<file path="src/rtl/jk_driver_pkg.sv">
// Shared types and constants for the JK flip-flop excitation driver.
package jk_driver_pkg;

    typedef enum logic [1:0] {
        ST_IDLE  = 2'd0,
        ST_DRIVE = 2'd1,
        ST_CHECK = 2'd2
    } state_t;

    localparam logic MODE_EXPLICIT = 1'b0;
    localparam logic MODE_MINIMAL  = 1'b1;

    localparam int ERR_CNT_W = 8;

endpackage

</file>
<file path="src/rtl/jk_driver_excite.sv">
// Combinational excitation lookup: requested next q plus current q -> (j, k).
module jk_excite
    import jk_driver_pkg::*;
(
    input  logic tgt,
    input  logic qm,
    input  logic mode,
    output logic j,
    output logic k
);

    always_comb begin
        j = tgt;
        k = ~tgt;
        // Minimal style: hold when already there, toggle otherwise.
        if (mode == MODE_MINIMAL) begin
            j = tgt ^ qm;
            k = tgt ^ qm;
        end
    end

endmodule

</file>
<file path="src/rtl/jk_driver.sv">
// Queues requested flip-flop states, drives j/k for one cycle each and
// verifies the flip-flop's q afterwards, counting mismatches.
module jk_driver
    import jk_driver_pkg::*;
#(
    parameter int DEPTH = 4
) (
    input  logic                 clk,
    input  logic                 rst,
    input  logic                 tgt_valid,
    input  logic                 tgt_bit,
    output logic                 tgt_ready,
    input  logic                 mode,
    input  logic                 q_fb,
    output logic                 j,
    output logic                 k,
    output logic                 busy,
    output logic                 mismatch,
    output logic [ERR_CNT_W-1:0] err_cnt
);

    localparam int AW = (DEPTH > 1) ? $clog2(DEPTH) : 1;
    localparam logic [AW:0] FULL = DEPTH[AW:0];

    logic          mem [DEPTH];
    logic [AW-1:0] wr_ptr;
    logic [AW-1:0] rd_ptr;
    logic [AW:0]   count;
    state_t        state;
    logic          exp_bit;
    logic          qm;
    logic          push;
    logic          pop;
    logic          head;
    logic          qm_eff;
    logic          ex_j;
    logic          ex_k;

    assign tgt_ready = (count != FULL);
    assign push      = tgt_valid && tgt_ready;
    assign pop       = (state != ST_DRIVE) && (count != '0);
    assign head      = mem[rd_ptr];
    assign busy      = (count != '0) || (state != ST_IDLE);

    // A pop straight out of CHECK must see the q that qm is about to load.
    assign qm_eff = (state == ST_CHECK) ? q_fb : qm;

    jk_excite u_excite (
        .tgt  (head),
        .qm   (qm_eff),
        .mode (mode),
        .j    (ex_j),
        .k    (ex_k)
    );

    always_ff @(posedge clk) begin
        if (push) begin
            mem[wr_ptr] <= tgt_bit;
        end
        if (pop) begin
            exp_bit <= head;
        end
    end

    always_ff @(posedge clk) begin
        if (rst) begin
            wr_ptr   <= '0;
            rd_ptr   <= '0;
            count    <= '0;
            state    <= ST_IDLE;
            j        <= 1'b0;
            k        <= 1'b0;
            qm       <= 1'b0;
            mismatch <= 1'b0;
            err_cnt  <= '0;
        end else begin
            if (push) begin
                wr_ptr <= wr_ptr + 1'b1;
            end
            if (pop) begin
                rd_ptr <= rd_ptr + 1'b1;
            end
            count    <= count + (AW+1)'(push) - (AW+1)'(pop);
            j        <= 1'b0;
            k        <= 1'b0;
            mismatch <= 1'b0;

            case (state)
                ST_IDLE: begin
                    if (pop) begin
                        j     <= ex_j;
                        k     <= ex_k;
                        state <= ST_DRIVE;
                    end
                end
                ST_DRIVE: begin
                    state <= ST_CHECK;
                end
                ST_CHECK: begin
                    qm <= q_fb;
                    if (q_fb != exp_bit) begin
                        mismatch <= 1'b1;
                        if (err_cnt != '1) begin
                            err_cnt <= err_cnt + 1'b1;
                        end
                    end
                    if (pop) begin
                        j     <= ex_j;
                        k     <= ex_k;
                        state <= ST_DRIVE;
                    end else begin
                        state <= ST_IDLE;
                    end
                end
                default: begin
                    state <= ST_IDLE;
                end
            endcase
        end
    end

endmodule

</file>
<file path="config.mk">
export PLATFORM = sky130hd
export DESIGN_NAME = jk_driver
export DESIGN_NICKNAME = d
export VERILOG_FILES = /design/src/rtl/jk_driver_pkg.sv /design/src/rtl/jk_driver_excite.sv /design/src/rtl/jk_driver.sv
export SDC_FILE = /design/constraint.sdc
export NUM_CORES = 1
export LEC_CHECK = 0
export CORE_AREA = 2 2 65 73
export CTS_CLUSTER_DIAMETER = 30
export DETAILED_ROUTE_END_ITERATION = 12
export DIE_AREA = 0 0 67 75
export PLACE_DENSITY = 0.6
export SLEW_MARGIN = 25
export SYNTH_ARGS = -nofsm -noshare
export SYNTH_HDL_FRONTEND = slang
export SYNTH_SLANG_ARGS = --single-unit
</file>
<file path="constraint.sdc">
create_clock -name clk -period 2.6 [get_ports clk]
set_input_delay 0.78 -clock clk [delete_from_list [all_inputs] [get_ports clk]]
set_output_delay 0.78 -clock clk [all_outputs]
set_load 0.01 [all_outputs]
</file>
==> results.txt, run 1 <==
----------------------------------------------------
[CTS]
  CTS H-tree lvls ... 1
  Clock-pin slew on the worst setup and hold paths ... 90 ps
  Clock buffers created by TritonCTS ... 3
  Clock Sinks ... 28
  Hold buffer count at CTS ... 0
  Clock tree from TritonCTS ... yes
  Clock tree buffer depth ... 2
  Resized Gates After CTS ... 0
  Clock Root Buffer ... sky130_fd_sc_hd__clkbuf_8
  Clock latency reported for the late side of the worst-skew pair ... 270 ps
  Post-CTS setup buffer count ... 0

[Drt]
  Mean number of vias per cell ... 4.58
  Number of nets still failing antenna checks after routing ... 0
  Drt initial violations ... 35
  Wire length per cell ... 10.8 um
  Routed via count ... 911
  Routed WL ... 2150 um
  Total iterations of the first detailed-routing run ... 4
  Remaining design rule violation count ... 0

[Logic synthesis]
  Most common flop cell mapped by yosys ... sky130_fd_sc_hd__dfxtp_1
  Part of the Yosys area used for sequential elements ... 0.487
  Number of different library cells in the post-synthesis netlist ... 39
  Post-Syn Area per Cell ... 10.2 um^2
  Most frequent cell after synthesis ... sky130_fd_sc_hd__dfxtp_1
  List of most frequent post-synthesis cells ... 23 x sky130_fd_sc_hd__dfxtp_1, 15 x sky130_fd_sc_hd__nor2_1, 9 x sky130_fd_sc_hd__nand2_1
  Number of synthesized register bits ... 28
  Cell count after synthesis ... 123
  Mapped Nets ... 136
  Fraction of registers with async set or reset after synthesis ... 0
  YS warnings ... 0
  Post-synthesis instance area ... 1250 um^2
  Synth area leaders ... sky130_fd_sc_hd__dfxtp_1 37%, sky130_fd_sc_hd__edfxtp_1 12%, sky130_fd_sc_hd__ha_1 6.0%, sky130_fd_sc_hd__nor2_1 4.5%, sky130_fd_sc_hd__xnor2_1 4.2%
  Top-area cell type share of the netlist area ... 0.367
  Most area-hungry cell type in the Yosys netlist ... sky130_fd_sc_hd__dfxtp_1
  Post-synth EDFFs ... 5

[Cells and area]
  Number of filler instances in the final layout ... 458
  FF+latch area ... 611 um^2
  Total area of multi-input combinational cells ... 602 um^2
  Synth-to-layout area growth ... 25.7%
  Post-layout nets ... 159
  Final antenna diode count ... 0
  Core occupancy in the finished layout ... 0.371
  Fraction of layout instances using a drive strength above 1 ... 0.0966

[Die]
  Die area ... 5030 um^2
  Starting density of the core ... 0.295
  Number of placement rows ... 25
  Die width ... 67 um
  Floorplan Core Area ... 4250 um^2
  Number of placed I/O pins ... 19
  Die Y-Extent ... 75 um

[STA]
  Final-report max-slew violation count ... 0
  Final worst hold slack ... 513 ps
  Setup skew after layout ... 2.77 ps
  Number of hold violations in the final report ... 0
  Actual transition at the worst max-transition pin ... 471 ps
  Time the worst path needs with I/O delays and setup ... 2460 ps
  Max Freq ... 0.406 GHz
  Rel. slew slack ... 0.685
  Final setup violating endpoints ... 0
  Portion of the clock cycle consumed by the worst path in the final layout ... 0.948
  Sum Neg Setup Slack ... 0 ps
  Setup repair after global routing missed its margin ... false

[Critical path]
  Critical path type ... reg -> out
  Data required time of the worst path ... 1820 ps
  Startpoint types ... register
  Worst reg-to-reg setup slack ... 440 ps
  Worst r2r dst ... count[2]$_SDFF_PP0_
  Maximum net fanout on the critical path ... 7
  Worst endpoint data arrival time ... 1680 ps
  Launching point of the worst reg2reg path ... count[2]$_SDFF_PP0_
  Length in cells of the worst reg-to-reg path ... 8
  Endpoint type of the worst setup path ... output pin

[Run]
  Total of max-cap violations ... 0

[Outcome]
  Status ... completed

[Min path]
  Kind of path behind the tightest hold check ... reg -> reg
  Hold worst-path end ... wr_ptr[1]$_SDFFE_PP0N_
  Critical hold path startpoint ... wr_ptr[1]$_SDFFE_PP0N_
  Count of cells along the worst hold path ... 2

[Power and ir drop]
  Leak ... 0.588 nW
  Worst supply voltage drop on vdd ... 0.443 mV
  Total power per unit cell area ... 879 nW/um^2

[Global routing]
  Leftover overflow at the end of global routing ... 0
  First-pass GRT wire length ... 3870 um
  Initial antenna violation count ... 0
  Pin count of the biggest net entering global routing ... 18
  Global Route Usage Sum ... 0.101
  Via count of the first global-routing pass ... 903

[Placement]
  Routability congestion estimate ... 0.766
  Port Buffer Count ... 18
  HPWL Detailed ... 1660 um

----------------------------------------------------
==> report_power, final <==
group	internal, W	switching [W]	leakage [nW]	total, W
registers	0.000535	0.0000545	0.234	0.000590
clock network	0.000206	0.000133	0.0357	0.000339
logic	0.000239	0.000218	0.318	0.000458
==> worst max-delay path by stage <==
stage               slack, ps                   to                 from  depth (start not counted)
global placement           90  count[2]$_SDFF_PP0_            tgt_valid                          8
floorplan                 430  count[2]$_SDFF_PP0_  count[2]$_SDFF_PP0_                          9
global route               60                 busy  count[2]$_SDFF_PP0_                          3
finish                    140            tgt_ready  count[2]$_SDFF_PP0_                          2
CTS                       130            tgt_ready  count[2]$_SDFF_PP0_                          2
detailed placement         30  count[2]$_SDFF_PP0_            tgt_valid                          8
==> sequential cells by signal, summed over array words and instances (netlist names), named ones only <==
name      count
rd_ptr        2
count         3
qm            1
state         2
mismatch      1
k             1
err_cnt       8
mem           4
exp_bit       1
wr_ptr        2
j             1
==> cell families (layout without fill, tap and decap cells) <==
| family | after synthesis | in the layout | share of synthesized area |
|---|---|---|---|
| simple gates | 53 | 53 | 0.224 |
| flops | 28 | 28 | 0.487 |
| compound gates | 14 | 14 | 0.0689 |
| xor+xnor | 9 | 9 | 0.0689 |
| buf+inv | 8 | 30 | 0.0329 |
| fa+ha+maj | 7 | 7 | 0.0758 |
| mux | 4 | 4 | 0.0429 |
==> layer usage <==
layer,up-vias,GRT usage,routed length [um]
li1,471,-,-
met1,421,0.127,976
met2,15,0.167,1040
met3,4,0.0194,94
met4,0,0.0476,36
met5,-,0,0
==> placed cells by master (no fill, tap or decap), types with 3 or more instances in the layout <==
cell                              synthesis  layout
sky130_fd_sc_hd__edfxtp_1                 5       5
sky130_fd_sc_hd__clkbuf_8                 0       3
sky130_fd_sc_hd__nand2_1                  9       9
sky130_fd_sc_hd__clkdlybuf4s50_1          0      18
sky130_fd_sc_hd__a21oi_1                  5       5
sky130_fd_sc_hd__nand4_1                  4       4
sky130_fd_sc_hd__buf_4                    0       4
sky130_fd_sc_hd__xnor2_1                  6       6
sky130_fd_sc_hd__ha_1                     6       6
sky130_fd_sc_hd__nor2b_1                  5       5
sky130_fd_sc_hd__dfxtp_1                 23      23
sky130_fd_sc_hd__inv_1                    4       4
sky130_fd_sc_hd__and3_1                   6       6
sky130_fd_sc_hd__nor2_1                  15      15
==> critical path: stages, from the launching register on <==
cell and delay (ps):
sky130_fd_sc_hd__dfxtp_1 380, sky130_fd_sc_hd__or3b_2 530, sky130_fd_sc_hd__clkdlybuf4s50_1 510
==> cell type report <==
class	count	area share
well taps	54	0.0429
multi-input cells	87	0.382
clock inverters	1	0.0190
inverters	4	0.00952
clock buffers	3	0.0262
repair buffers	22	0.133
flip-flops and latches	28	0.387
==> metrics by stage <==
step	cell area (um^2)	setup slack (ps)	cells	power (W)
6_report	1580	136	199	0.00139
3_5_place_dp	1510	34.9	195	0.00106
3_3_place_gp	1510	93.6	195	0.00104
5_1_grt	1580	57.9	199	0.00150
4_1_cts	1580	130	199	0.00141
2_1_floorplan	1250	429	123	0.000917
Power figures use the tool's default switching activity.
==> run 2: changes to the inputs <==
==> constraint.sdc (replaced) <==
create_clock -name clk -period 2.8 [get_ports clk]
set_input_delay 0.84 -clock clk [delete_from_list [all_inputs] [get_ports clk]]
set_output_delay 0.84 -clock clk [all_outputs]
set_load 0.01 [all_outputs]
==> run 2 against run 1 <==
Net effect:
- setup slack improved by 130 ps
- critical endpoint unchanged
- design area shrank 0.95%
- count of clock-buffer cells in the layout unchanged
- power down 7.1%
- via count up 2.5%
- worst hold slack better by 2.0 ps
- largest cell class unchanged
- clock skew is essentially flat
- sequential power is 6.9% lower
- critical path depth did not move
- clock power shrank 7.1%
- non-clock buffer count down 2
==> results.txt, run 2 (synthesized netlist as in run 1, its figures left out) <==
----------------------------------------------------
[Global routing]
  Global Route Usage Sum ... 0.101
  First-pass GRT wire length ... 3850 um
  Leftover overflow at the end of global routing ... 0
  Initial antenna violation count ... 0
  Pin count of the biggest net entering global routing ... 18
  Via count of the first global-routing pass ... 880

[Critical path]
  Maximum net fanout on the critical path ... 7
  Endpoint type of the worst setup path ... output pin
  Worst endpoint data arrival time ... 1690 ps
  Critical path type ... reg -> out
  Startpoint types ... register
  Data required time of the worst path ... 1960 ps

[Drt]
  Routed WL ... 2260 um
  Drt initial violations ... 40
  Wire length per cell ... 11.5 um
  Mean number of vias per cell ... 4.74
  Routed via count ... 934
  Number of nets still failing antenna checks after routing ... 0
  Total iterations of the first detailed-routing run ... 4
  Remaining design rule violation count ... 0

[Min path]
  Kind of path behind the tightest hold check ... reg -> reg

[Cells and area]
  Number of filler instances in the final layout ... 439
  Flip-flop count of the largest register after layout ... 8
  Post-layout nets ... 157
  Final antenna diode count ... 0
  Total area of multi-input combinational cells ... 602 um^2
  Largest reg by FF count ... err_cnt
  Commonest cells after routing, fill and taps aside ... 23 x sky130_fd_sc_hd__dfxtp_1, 18 x sky130_fd_sc_hd__clkdlybuf4s50_1, 15 x sky130_fd_sc_hd__nor2_1
  FF+latch area ... 611 um^2
  Cell Count, Final, Fillers Out ... 197
  Fraction of layout instances using a drive strength above 1 ... 0.0839
  Synth-to-layout area growth ... 24.6%
  Most common library cell in the layout ignoring fill and taps ... sky130_fd_sc_hd__dfxtp_1
  Biggest regs ... err_cnt x8, mem x4, count x3

[STA]
  Rel. slew slack ... 0.678
  Portion of the clock cycle consumed by the worst path in the final layout ... 0.903
  Final worst hold slack ... 515 ps
  Sum Neg Setup Slack ... 0 ps
  Max Freq ... 0.395 GHz
  Final-report max-slew violation count ... 0
  Final setup violating endpoints ... 0
  Actual transition at the worst max-transition pin ... 482 ps
  Setup repair after global routing missed its margin ... false
  Setup skew after layout ... 2.62 ps
  Number of hold violations in the final report ... 0
  Time the worst path needs with I/O delays and setup ... 2530 ps

[CTS]
  Post-CTS setup buffer count ... 0
  Hold buffer count at CTS ... 0
  Clock Sinks ... 28
  Clock buffers created by TritonCTS ... 3
  Clock tree buffer depth ... 2
  Clock latency reported for the late side of the worst-skew pair ... 270 ps
  Clock Root Buffer ... sky130_fd_sc_hd__clkbuf_8
  Clock-pin slew on the worst setup and hold paths ... 90 ps
  Resized Gates After CTS ... 0
  CTS H-tree lvls ... 1
  Clock tree from TritonCTS ... yes

[Power and ir drop]
  Leak ... 0.578 nW
  Total power per unit cell area ... 824 nW/um^2
  Clock share of power ... 0.244
  Logic pwr share ... 0.329
  Worst supply voltage drop on vdd ... 0.345 mV
  Switch Pwr ... 0.000381 W
  Relative contribution of sequential cells to total power ... 0.426
  Sw Ratio ... 0.296
  Cell-internal power ... 0.000906 W

[Die]
  Floorplan Core Area ... 4250 um^2
  Die area ... 5030 um^2
  Starting density of the core ... 0.295
  Die width ... 67 um
  Number of placement rows ... 25
  Number of placed I/O pins ... 19
  Die Y-Extent ... 75 um

[Placement]
  Post-Place Cells ... 193
  Port Buffer Count ... 18
  HPWL Detailed ... 1730 um
  Routability congestion estimate ... 0.759

[Outcome]
  Status ... completed

[Run]
  Total of max-cap violations ... 0

----------------------------------------------------
run 2: changes by cell type in the layout (fill, tap and decap cells not counted):
cell	previous run	this run
sky130_fd_sc_hd__buf_4	4	2
run 2: metal layers:
metal	track usage	wire length, um	vias up
li1	-	-	469
met1	0.129	1020	444
met2	0.167	1120	19
met3	0.0149	96	2
met4	0.0476	21	0
met5	0	0	-
run 2: worst max-delay path, stage by stage (launching register included):
cell and delay [ps]:
sky130_fd_sc_hd__dfxtp_1 380, sky130_fd_sc_hd__or3b_2 530, sky130_fd_sc_hd__clkdlybuf4s50_1 510
run 2: metrics by stage:
stage               area (um^2)   util  setup WS [ps]  power (W)
CTS                        1560  0.367            255    0.00130
finish                     1560  0.367            271    0.00129
global placement           1490  0.350            141   0.000963
detailed placement         1490  0.350           67.4   0.000986
floorplan                  1250      -            629   0.000851
global route               1560  0.367            196    0.00138
run 2: final timing paths:
path	slack (ps)	endpoint	cells after the start	start
setup / recovery	270	tgt_ready	2	count[2]$_SDFF_PP0_
hold reg to reg	520	wr_ptr[1]$_SDFFE_PP0N_	2	wr_ptr[1]$_SDFFE_PP0N_
setup reg to reg	600	count[2]$_SDFF_PP0_	8	count[2]$_SDFF_PP0_
hold / removal	520	wr_ptr[1]$_SDFFE_PP0N_	2	wr_ptr[1]$_SDFFE_PP0N_
run 2: final cells by class:
type	instances	area share
Sequential cell	28	0.391
Multi-Input combinational cell	87	0.385
Timing Repair Buffer	20	0.125
Tap cell	54	0.0433
Clock buffer	3	0.0264
Clock inverter	1	0.0192
Inverter	4	0.00962
run 2: power groups by stage:
stage	registers, W	clock network [W]	logic [W]
after detailed placement	0.000558	0	0.000428
after global routing	0.000559	0.000344	0.000479
final	0.000549	0.000315	0.000424
after CTS	0.000550	0.000322	0.000431
after floorplan	0.000554	0	0.000297
after global placement	0.000554	0	0.000409
